===== src/rtl/reaction_timer_core.sv =====
// reaction_timer_core: ms-tick edge detect, random delay, stimulus LED and reaction timing
module reaction_timer_core #(
    parameter int MIN_DELAY_MS = 1000,
    parameter int RAND_BITS    = 11,
    parameter int MAX_MS       = 9999
) (
    input  logic        clk,
    input  logic        reset,
    input  logic        ms_clk,
    input  logic        start_btn,
    input  logic        react_btn,
    output logic        led,
    output logic [13:0] result_ms,
    output logic        result_valid,
    output logic        false_start,
    output logic        timeout,
    output logic        busy
);
    typedef enum logic [2:0] {IDLE, WAIT, ARMED, DONE, FAULT} state_t;
    state_t state, state_n;
    logic ms_clk_q, start_q, react_q;
    logic [15:0] lfsr, delay_cnt, delay_n;
    logic [13:0] ms_cnt, ms_n, result_n;
    logic timeout_q, timeout_n;
    logic tick, start_e, react_e;
    logic [15:0] delay_load;
    assign tick       = ms_clk & ~ms_clk_q;
    assign start_e    = start_btn & ~start_q;
    assign react_e    = react_btn & ~react_q;
    assign delay_load = 16'(MIN_DELAY_MS) + 16'(lfsr[RAND_BITS-1:0]);
    assign led          = state == ARMED;
    assign busy         = state == WAIT || state == ARMED;
    assign result_valid = state == DONE;
    assign false_start  = state == FAULT;
    assign timeout      = timeout_q;
    // input edge history (buttons reset high so a held button gives no edge) and free-running LFSR
    always_ff @(posedge clk) begin
        if (reset) begin
            ms_clk_q <= 1'b0;
            start_q  <= 1'b1;
            react_q  <= 1'b1;
            lfsr     <= 16'hACE1;
        end else begin
            ms_clk_q <= ms_clk;
            start_q  <= start_btn;
            react_q  <= react_btn;
            lfsr     <= {lfsr[14:0], lfsr[15] ^ lfsr[13] ^ lfsr[12] ^ lfsr[10]};
        end
    end
    // round state and counters
    always_ff @(posedge clk) begin
        if (reset) begin
            state     <= IDLE;
            delay_cnt <= '0;
            ms_cnt    <= '0;
            result_ms <= '0;
            timeout_q <= 1'b0;
        end else begin
            state     <= state_n;
            delay_cnt <= delay_n;
            ms_cnt    <= ms_n;
            result_ms <= result_n;
            timeout_q <= timeout_n;
        end
    end
    // next-state: react beats tick in WAIT/ARMED; start is only honoured outside a round
    always_comb begin
        state_n   = state;
        delay_n   = delay_cnt;
        ms_n      = ms_cnt;
        result_n  = result_ms;
        timeout_n = timeout_q;
        case (state)
            IDLE, DONE, FAULT: begin
                if (start_e) begin
                    state_n   = WAIT;
                    delay_n   = delay_load;
                    ms_n      = '0;
                    timeout_n = 1'b0;
                end
            end
            WAIT: begin
                if (react_e) begin
                    state_n = FAULT;
                end else if (tick) begin
                    if (delay_cnt == 16'd1) begin
                        state_n = ARMED;
                        ms_n    = '0;
                    end else begin
                        delay_n = delay_cnt - 16'd1;
                    end
                end
            end
            ARMED: begin
                if (react_e) begin
                    state_n   = DONE;
                    result_n  = ms_cnt;
                    timeout_n = 1'b0;
                end else if (tick) begin
                    if (ms_cnt + 14'd1 == 14'(MAX_MS)) begin
                        state_n   = DONE;
                        result_n  = 14'(MAX_MS);
                        timeout_n = 1'b1;
                    end else begin
                        ms_n = ms_cnt + 14'd1;
                    end
                end
            end
            default: state_n = IDLE;
        endcase
    end
endmodule

===== config.mk =====
export PLATFORM = sky130hd
export DESIGN_NAME = reaction_timer_core
export DESIGN_NICKNAME = d
export VERILOG_FILES = /design/src/rtl/reaction_timer_core.sv
export SDC_FILE = /design/constraint.sdc
export NUM_CORES = 1
export LEC_CHECK = 0
export CAP_MARGIN = 20
export CORE_ASPECT_RATIO = 0.7
export CORE_MARGIN = 1.5
export CORE_UTILIZATION = 45
export CTS_CLUSTER_DIAMETER = 60
export DETAILED_ROUTE_END_ITERATION = 10
export SLEW_MARGIN = 15
export SYNTH_ARGS = -nofsm -noshare
export SYNTH_HDL_FRONTEND = slang
export SYNTH_SLANG_ARGS = --single-unit

===== constraint.sdc =====
create_clock -name clk -period 6.3 [get_ports clk]
set_clock_uncertainty 0.2 [all_clocks]
set_input_delay 0.945 -clock clk [delete_from_list [all_inputs] [get_ports clk]]
set_output_delay 0.945 -clock clk [all_outputs]
set_load 0.1 [all_outputs]

==> results of run 1 <==
[cell families (layout without fill, tap and decap cells)]
group	after synthesis	count (layout)
buffers and inverters	50	62
adder cells (fa/ha/maj)	5	5
XOR/XNOR	13	13
flip-flops	67	67
AO/OA/AOI/OAI	134	134
AND/OR/NAND/NOR	155	155
multiplexers	1	1
[layout make-up]
cell class | instances | area (um2) | area share, %
clock buffer | 11 | 141 | 3.60
clock inverter | 4 | 51.3 | 1.31
inverter | 22 | 82.6 | 2.11
multi-input combinational | 308 | 1940 | 49.5
sequential | 67 | 1340 | 34.2
tap | 98 | 123 | 3.13
timing repair buffer | 25 | 240 | 6.12
[registers in the layout, summed over array words and instances, names as in the netlist]
register   count
react_q        1
start_q        1
ms_clk_q       1
state          3
result_ms     14
delay_cnt     16
timeout        1
lfsr          16
ms_cnt        14
[stage by stage]
step           power, W  util [%]  area, um2  instances  worst slack, ns
2_1_floorplan   0.00102         -       3480        425             2.49
3_5_place_dp    0.00115      50.5       3730        520             2.66
5_1_grt         0.00161      53.1       3920        535             2.09
4_1_cts         0.00151      53.1       3920        535             2.23
3_3_place_gp    0.00114      50.4       3720        519             2.62
6_report        0.00151      53.1       3920        535             2.24
[placed cells by master, fill, tap and decap left out, drive strengths merged, types with 4 or more instances in the layout]
| master | netlist | layout |
|---|---|---|
| nor2b | 14 | 14 |
| nand4 | 9 | 9 |
| ha | 5 | 5 |
| nor2 | 28 | 28 |
| o21ai | 28 | 28 |
| o22ai | 5 | 5 |
| nor4 | 4 | 4 |
| xor2 | 4 | 4 |
| nand2b | 9 | 9 |
| o211ai | 6 | 6 |
| clkbuf | 21 | 11 |
| o21a | 10 | 10 |
| or3 | 5 | 5 |
| clkdlybuf4s50 | 0 | 22 |
| or2 | 11 | 11 |
| nand2 | 27 | 27 |
| a22oi | 6 | 6 |
| nor3 | 12 | 12 |
| a31oi | 5 | 5 |
| dfxtp | 67 | 67 |
| o221ai | 7 | 7 |
| a21oi | 37 | 37 |
| nand3 | 21 | 21 |
| xnor2 | 9 | 9 |
| inv | 22 | 22 |
[power breakdown]
| part | total, W | internal, W | switching (W) |
|---|---|---|---|
| clock | 0.000359 | 0.000191 | 0.000167 |
| sequential | 0.000540 | 0.000481 | 0.0000586 |
| combinational | 0.000613 | 0.000198 | 0.000415 |
| total | 0.00151 | 0.000870 | 0.000640 |
[routing by layer]
layer  global-route usage (%)  vias to the layer above  share of wire, %
li1                         -                     1566                 -
met1                     35.1                     1494                54
met2                     28.7                       89                39
met3                     7.44                       11               5.9
met4                     6.58                        0               1.2
met5                        0                        -                 0
[worst min path at each step]
stage / slack, ns / endpoint / depth (start not counted) / start
6_report: 0.21 / lfsr[15]$_SDFF_PP1_ / 1 / lfsr[14]$_SDFF_PP0_
5_1_grt: 0.25 / lfsr[15]$_SDFF_PP1_ / 1 / lfsr[14]$_SDFF_PP0_
4_1_cts: 0.22 / lfsr[15]$_SDFF_PP1_ / 1 / lfsr[14]$_SDFF_PP0_
3_5_place_dp: 0.20 / lfsr[15]$_SDFF_PP1_ / 1 / lfsr[14]$_SDFF_PP0_
3_3_place_gp: 0.19 / lfsr[15]$_SDFF_PP1_ / 1 / lfsr[14]$_SDFF_PP0_
2_1_floorplan: 0.19 / lfsr[15]$_SDFF_PP1_ / 1 / lfsr[14]$_SDFF_PP0_
==> flow_summary_export.csv, run 1 <==
group,metric,value,unit
route,viasPerCell,5.91,
synth,synth_top_area_cell,"dfxtp_1",
clock_network,cts-root-buf,"clkbuf_8",
route,drc,0,
clock_network,cts_resized,0,
route,drt_iter0_drc,266,
worst_setup_path,worstRegToRegCells,6,
synth,yosys-top-cells-count,"67 x dfxtp_1, 36 x a21oi_1, 28 x nor2_1, 27 x nand2_1, 24 x o21ai_0",
route,drtPass1Iterations,5,
sta,whs,0.213,ns
grt,grt_overflow,0,
route,routed_wl,8800,um
power,power_density,385,nW/um2
grt,grt_pass1_vias,2881,
synth,synth.most_common_cell,"dfxtp_1",
worst_setup_path,rr_endpoint,"ms_cnt[5]$_SDFFE_PP0P_",
clock_network,clk-insertion-delay-late,0.36,ns
synth,synth_fa_ha_area_share,1.80,%
worst_setup_path,path_buf_inv,1,
floorplanning,die-height,76.6,um
cells_and_area,antenna_cells,0,
grt,grt_max_degree,59,
power,p_leak,1.30,nW
power,ir_drop,0.000182,V
synth,synth_mux_area_share,0.287,%
cells_and_area,nNetsFinal,443,
sta,rsz0062_at_grt,"false",
sta,slew-limit-headroom,28.5,%
synth,ys_warn_count,0,
clock_network,clkTransAtPathRegs,0.08,ns
worst_setup_path,start_kind,"flop",
synth,synthArstFlopShare,0,%
synth,synth_nets,435,
place,dp_hpwl,5850,um
route,vias,3160,
clock_network,h-tree-depth,3,
floorplanning,start_util,47.2,%
route,antenna_left,0,
floorplanning,ios,24,
sta,setup_viol,0,
sta,worstMarginPinSlew,1.07,ns
synth,avgSynthCellArea,8.20,um2
sta,finalMaxSlewViolations,0,
worst_setup_path,arrival,2.92,ns
place,portBuffers,23,
worst_setup_path,worstPathRequired,5.15,ns
worst_setup_path,end_kind,"output port",
worst_setup_path,cp_cell_sequence,"nor2b_1 > nand2_1 > nand2_1 > clkdlybuf4s50_1",
worst_setup_path,critPathSlowestCell,"clkdlybuf4s50_1",
floorplanning,core,7380,um2
worst_setup_path,worstSetupEndpoint,"busy",
worst_setup_path,critical-path-max-stage-delay,1.16,ns
floorplanning,rows,26,
worst_setup_path,critPathMostFrequentCell,"nand2_1",
worst_setup_path,path_delay_family,"buffers and inverters",
grt,antenna_found_initial,0,
worst_setup_path,cp.depth,4,
worst_setup_path,worstSetupStartpoint,"state[0]$_SDFFE_PP0P_",
place,gp_congestion,0.825,
synth,yosys.area_share.simple,23.8,%
clock_network,clkSinkCount,67,
synth,yosysSeqAreaShare,38.5,%
synth,synth_top_area_share,38.5,%
synth,synth_compound_area_share,26.5,%
cells_and_area,n_fill_cell,718,
route,wl_per_cell,16.4,um
grt,grt_pass1_wl,14600,um
synth,synth.area.top_cells,"dfxtp_1 38%, a21oi_1 5.2%, o21ai_0 3.4%, nand3_1 3.0%, nor2_1 3.0%",
sta,fmax,0.246,GHz
worst_setup_path,crit_type,"reg -> out",
run,max_cap_viol_count,0,
synth,ys_seq_elements,67,
cells_and_area,drive_above_1_share,9.15,%
worst_setup_path,r2r_slack,3.27,ns
grt,gr-usage-all-layers,22.6,%
sta,setup_tns,0,ns
clock_network,ctsHoldBuffers,0,
clock_network,cts_buffers,9,
clock_network,cts_tree,"built",
synth,synth_ff_type,"dfxtp_1",
synth,ys_types,61,
cells_and_area,area_delta_synth_final,12.6,%
floorplanning,die_w,108,um
clock_network,cts_setup_buffers,0,
synth,synth_top_family_by_area,"compound AO/OA/AOI/OAI gates",
clock_network,cts_max_path_buffers,2,
synth,synth_area,3480,um2
floorplanning,die_area,8290,um2
sta,hold_viol,0,
status,status,"complete, no violations",
synth,netlist_instances,425,
worst_setup_path,r2r_start,"ms_cnt[1]$_SDFFE_PP0P_",
synth,synth_xor_area_share,3.27,%
worst_setup_path,cp_max_fo,21,
sta,finalWorstPathRequiredPeriod,4.06,ns
hold_path,min_path_type,"reg -> reg",
synth,synth-edff-count,0,
sta,post-route-period-util,64.5,%
Power figures use the tool's default switching activity.
==> run 2: changes to the inputs <==
- PLACE_DENSITY: unset -> 0.66
- clock period: 6.3 -> 3.4 ns (I/O delays scaled with it)
==> run 2 against run 1 <==
  * Via count shrank 1.6%
  * Sequential cell count is the same
  * Combinational power grew 83%
  * Non-clock buffer count grew 4
  * Clock power grew 100%
  * Core utilization grew 0.085 points
==> flow_summary_export.csv, run 2 (same netlist as run 1, synthesis figures left out) <==
group,metric,value,unit
power,intPower,0.00169,W
cells_and_area,final_cell_mix,"67 x dfxtp_1, 36 x a21oi_1, 28 x nor2_1",
worst_setup_path,end_kind,"flop",
worst_setup_path,critPathSlowestCell,"a211o_1",
route,antenna_left,0,
clock_network,clkTransAtPathRegs,0.07,ns
sta,setup_viol,0,
sta,fmax,0.347,GHz
hold_path,min_path_type,"reg -> reg",
worst_setup_path,r2r_start,"ms_cnt[1]$_SDFFE_PP0P_",
grt,grt_pass1_vias,2798,
place,dp_hpwl,5660,um
place,portBuffers,23,
clock_network,ctsHoldBuffers,0,
run,max_cap_viol_count,0,
route,drtPass1Iterations,5,
worst_setup_path,crit_type,"reg -> reg",
hold_path,min_to,"lfsr[15]$_SDFF_PP1_",
cells_and_area,multiInputGateArea,1940,um2
worst_setup_path,worstRegToRegCells,7,
sta,hold_viol,0,
route,drc,0,
grt,grt_max_degree,58,
worst_setup_path,start_kind,"flop",
clock_network,cts_tree,"built",
status,status,"complete, no violations",
cells_and_area,area_delta_synth_final,12.7,%
worst_setup_path,arrival,2.89,ns
floorplanning,die_area,8290,um2
worst_setup_path,critical-path-max-stage-delay,0.50,ns
cells_and_area,drive_above_1_share,13.8,%
route,routed_wl,8350,um
sta,finalMaxSlewViolations,0,
clock_network,h-tree-depth,3,
power,power.total,0.00286,W
power,p_sw_share,40.8,%
hold_path,worstHoldStart,"lfsr[14]$_SDFF_PP0_",
cells_and_area,mostFrequentLayoutCell,"dfxtp_1",
floorplanning,core,7380,um2
clock_network,clk-insertion-delay-late,0.35,ns
sta,finalWorstPathRequiredPeriod,2.88,ns
cells_and_area,nNetsFinal,447,
cells_and_area,antenna_cells,0,
floorplanning,start_util,47.2,%
sta,slew-limit-headroom,35.1,%
route,drt_iter0_drc,223,
worst_setup_path,cp_cell_sequence,"ha_1 > and3_1 > a31oi_1 > a2111o_1 > a211o_1 > nand2_1 > o221ai_1",
floorplanning,die-height,76.6,um
clock_network,cts_max_path_buffers,2,
floorplanning,die_w,108,um
sta,setup_tns,0,ns
sta,post-route-period-util,84.7,%
power,p_clk_share,25.7,%
place,gp_congestion,0.857,
sta,whs,0.215,ns
sta,rsz0062_at_grt,"false",
power,switching_power,0.00117,W
power,p_seq_share,35.0,%
hold_path,min_path_cells,1,
place,pre_cts_slack,0.329,ns
clock_network,cts_setup_buffers,0,
route,vias,3109,
clock_network,clkSinkCount,67,
grt,antenna_found_initial,0,
power,pwr-share-comb,39.3,%
sta,worstMarginPinSlew,0.971,ns
cells_and_area,reg_top3,"delay_cnt x16, lfsr x16",
cells_and_area,n_fill_cell,684,
power,power_density,728,nW/um2
floorplanning,rows,26,
clock_network,cts-root-buf,"clkbuf_8",
floorplanning,ios,24,
route,wl_per_cell,15.5,um
sta,setup_slack,0.519,ns
worst_setup_path,r2r_slack,0.52,ns
clock_network,cts_resized,0,
worst_setup_path,worstPathRequired,3.41,ns
grt,grt_pass1_wl,14100,um
clock_network,cts_buffers,9,
grt,gr-usage-all-layers,21.7,%
worst_setup_path,cp_max_fo,15,
power,p_leak,1.36,nW
worst_setup_path,worstSetupStartpoint,"ms_cnt[1]$_SDFFE_PP0P_",
grt,grt_overflow,0,
worst_setup_path,rr_endpoint,"ms_cnt[4]$_SDFFE_PP0P_",
route,viasPerCell,5.77,
power,ir_drop,0.000357,V
cells_and_area,seq_area,1340,um2
-- run 2: changes by cell type in the layout (fill, tap and decap cells not counted), sizes merged --
cell,previous run,this run
buf,3,25
bufinv,1,2
clkdlybuf4s50,22,4
clkinv,2,0
clkinvlp,1,2
-- run 2: cell type report --
cell class	instances	share of cell area, %
multi-input cells	308	49.4
inverters	22	2.10
flip-flops and latches	67	34.1
clock buffers	11	3.60
well taps	98	3.12
repair buffers	29	5.73
clock inverters	4	1.91
-- run 2: worst max-delay path: cells and delay by family (launching register included) --
family	cells	cell delay [ns]
compound gates	4	1.09
flops	1	0.43
fa+ha+maj	1	0.36
simple gates	2	0.65
-- run 2: layer usage --
| metal | vias up | part of all wire, % | GRT usage [%] |
|---|---|---|---|
| met3 | 7 | 7.2 | 7.78 |
| met5 | - | 0 | 0 |
| met2 | 109 | 37 | 27.5 |
| met4 | 0 | 0.92 | 4.74 |
| li1 | 1572 | - | - |
| met1 | 1421 | 55 | 34.1 |
-- run 2: how the worst max path moves through the flow --
stage,slack [ns],to,depth (start not counted)
CTS,0.52,ms_cnt[4]$_SDFFE_PP0P_,7
global route,0.28,ms_cnt[4]$_SDFFE_PP0P_,7
global placement,0.41,ms_cnt[12]$_SDFFE_PP0P_,6
finish,0.52,ms_cnt[4]$_SDFFE_PP0P_,7
floorplan,0.03,false_start,3
detailed placement,0.33,ms_cnt[12]$_SDFFE_PP0P_,6
-- run 2: power by group through the flow --
| stage | Clock [W] | Sequential (W) | Combinational, W |
|---|---|---|---|
| after global routing | 0.000790 | 0.00102 | 0.00125 |
| after global placement | 0 | 0.00101 | 0.00110 |
| final | 0.000734 | 0.00100 | 0.00112 |
| after detailed placement | 0 | 0.00101 | 0.00111 |
| after CTS | 0.000753 | 0.000997 | 0.00112 |
| after floorplan | 0 | 0.00103 | 0.000861 |
-- run 2: metrics by stage --
step	utilization (%)	cell area, um2	cells
finish	53.2	3930	539
global route	53.2	3930	539
CTS	53.2	3930	539
detailed placement	50.3	3710	524
global placement	50.3	3710	524
floorplan	-	3480	425
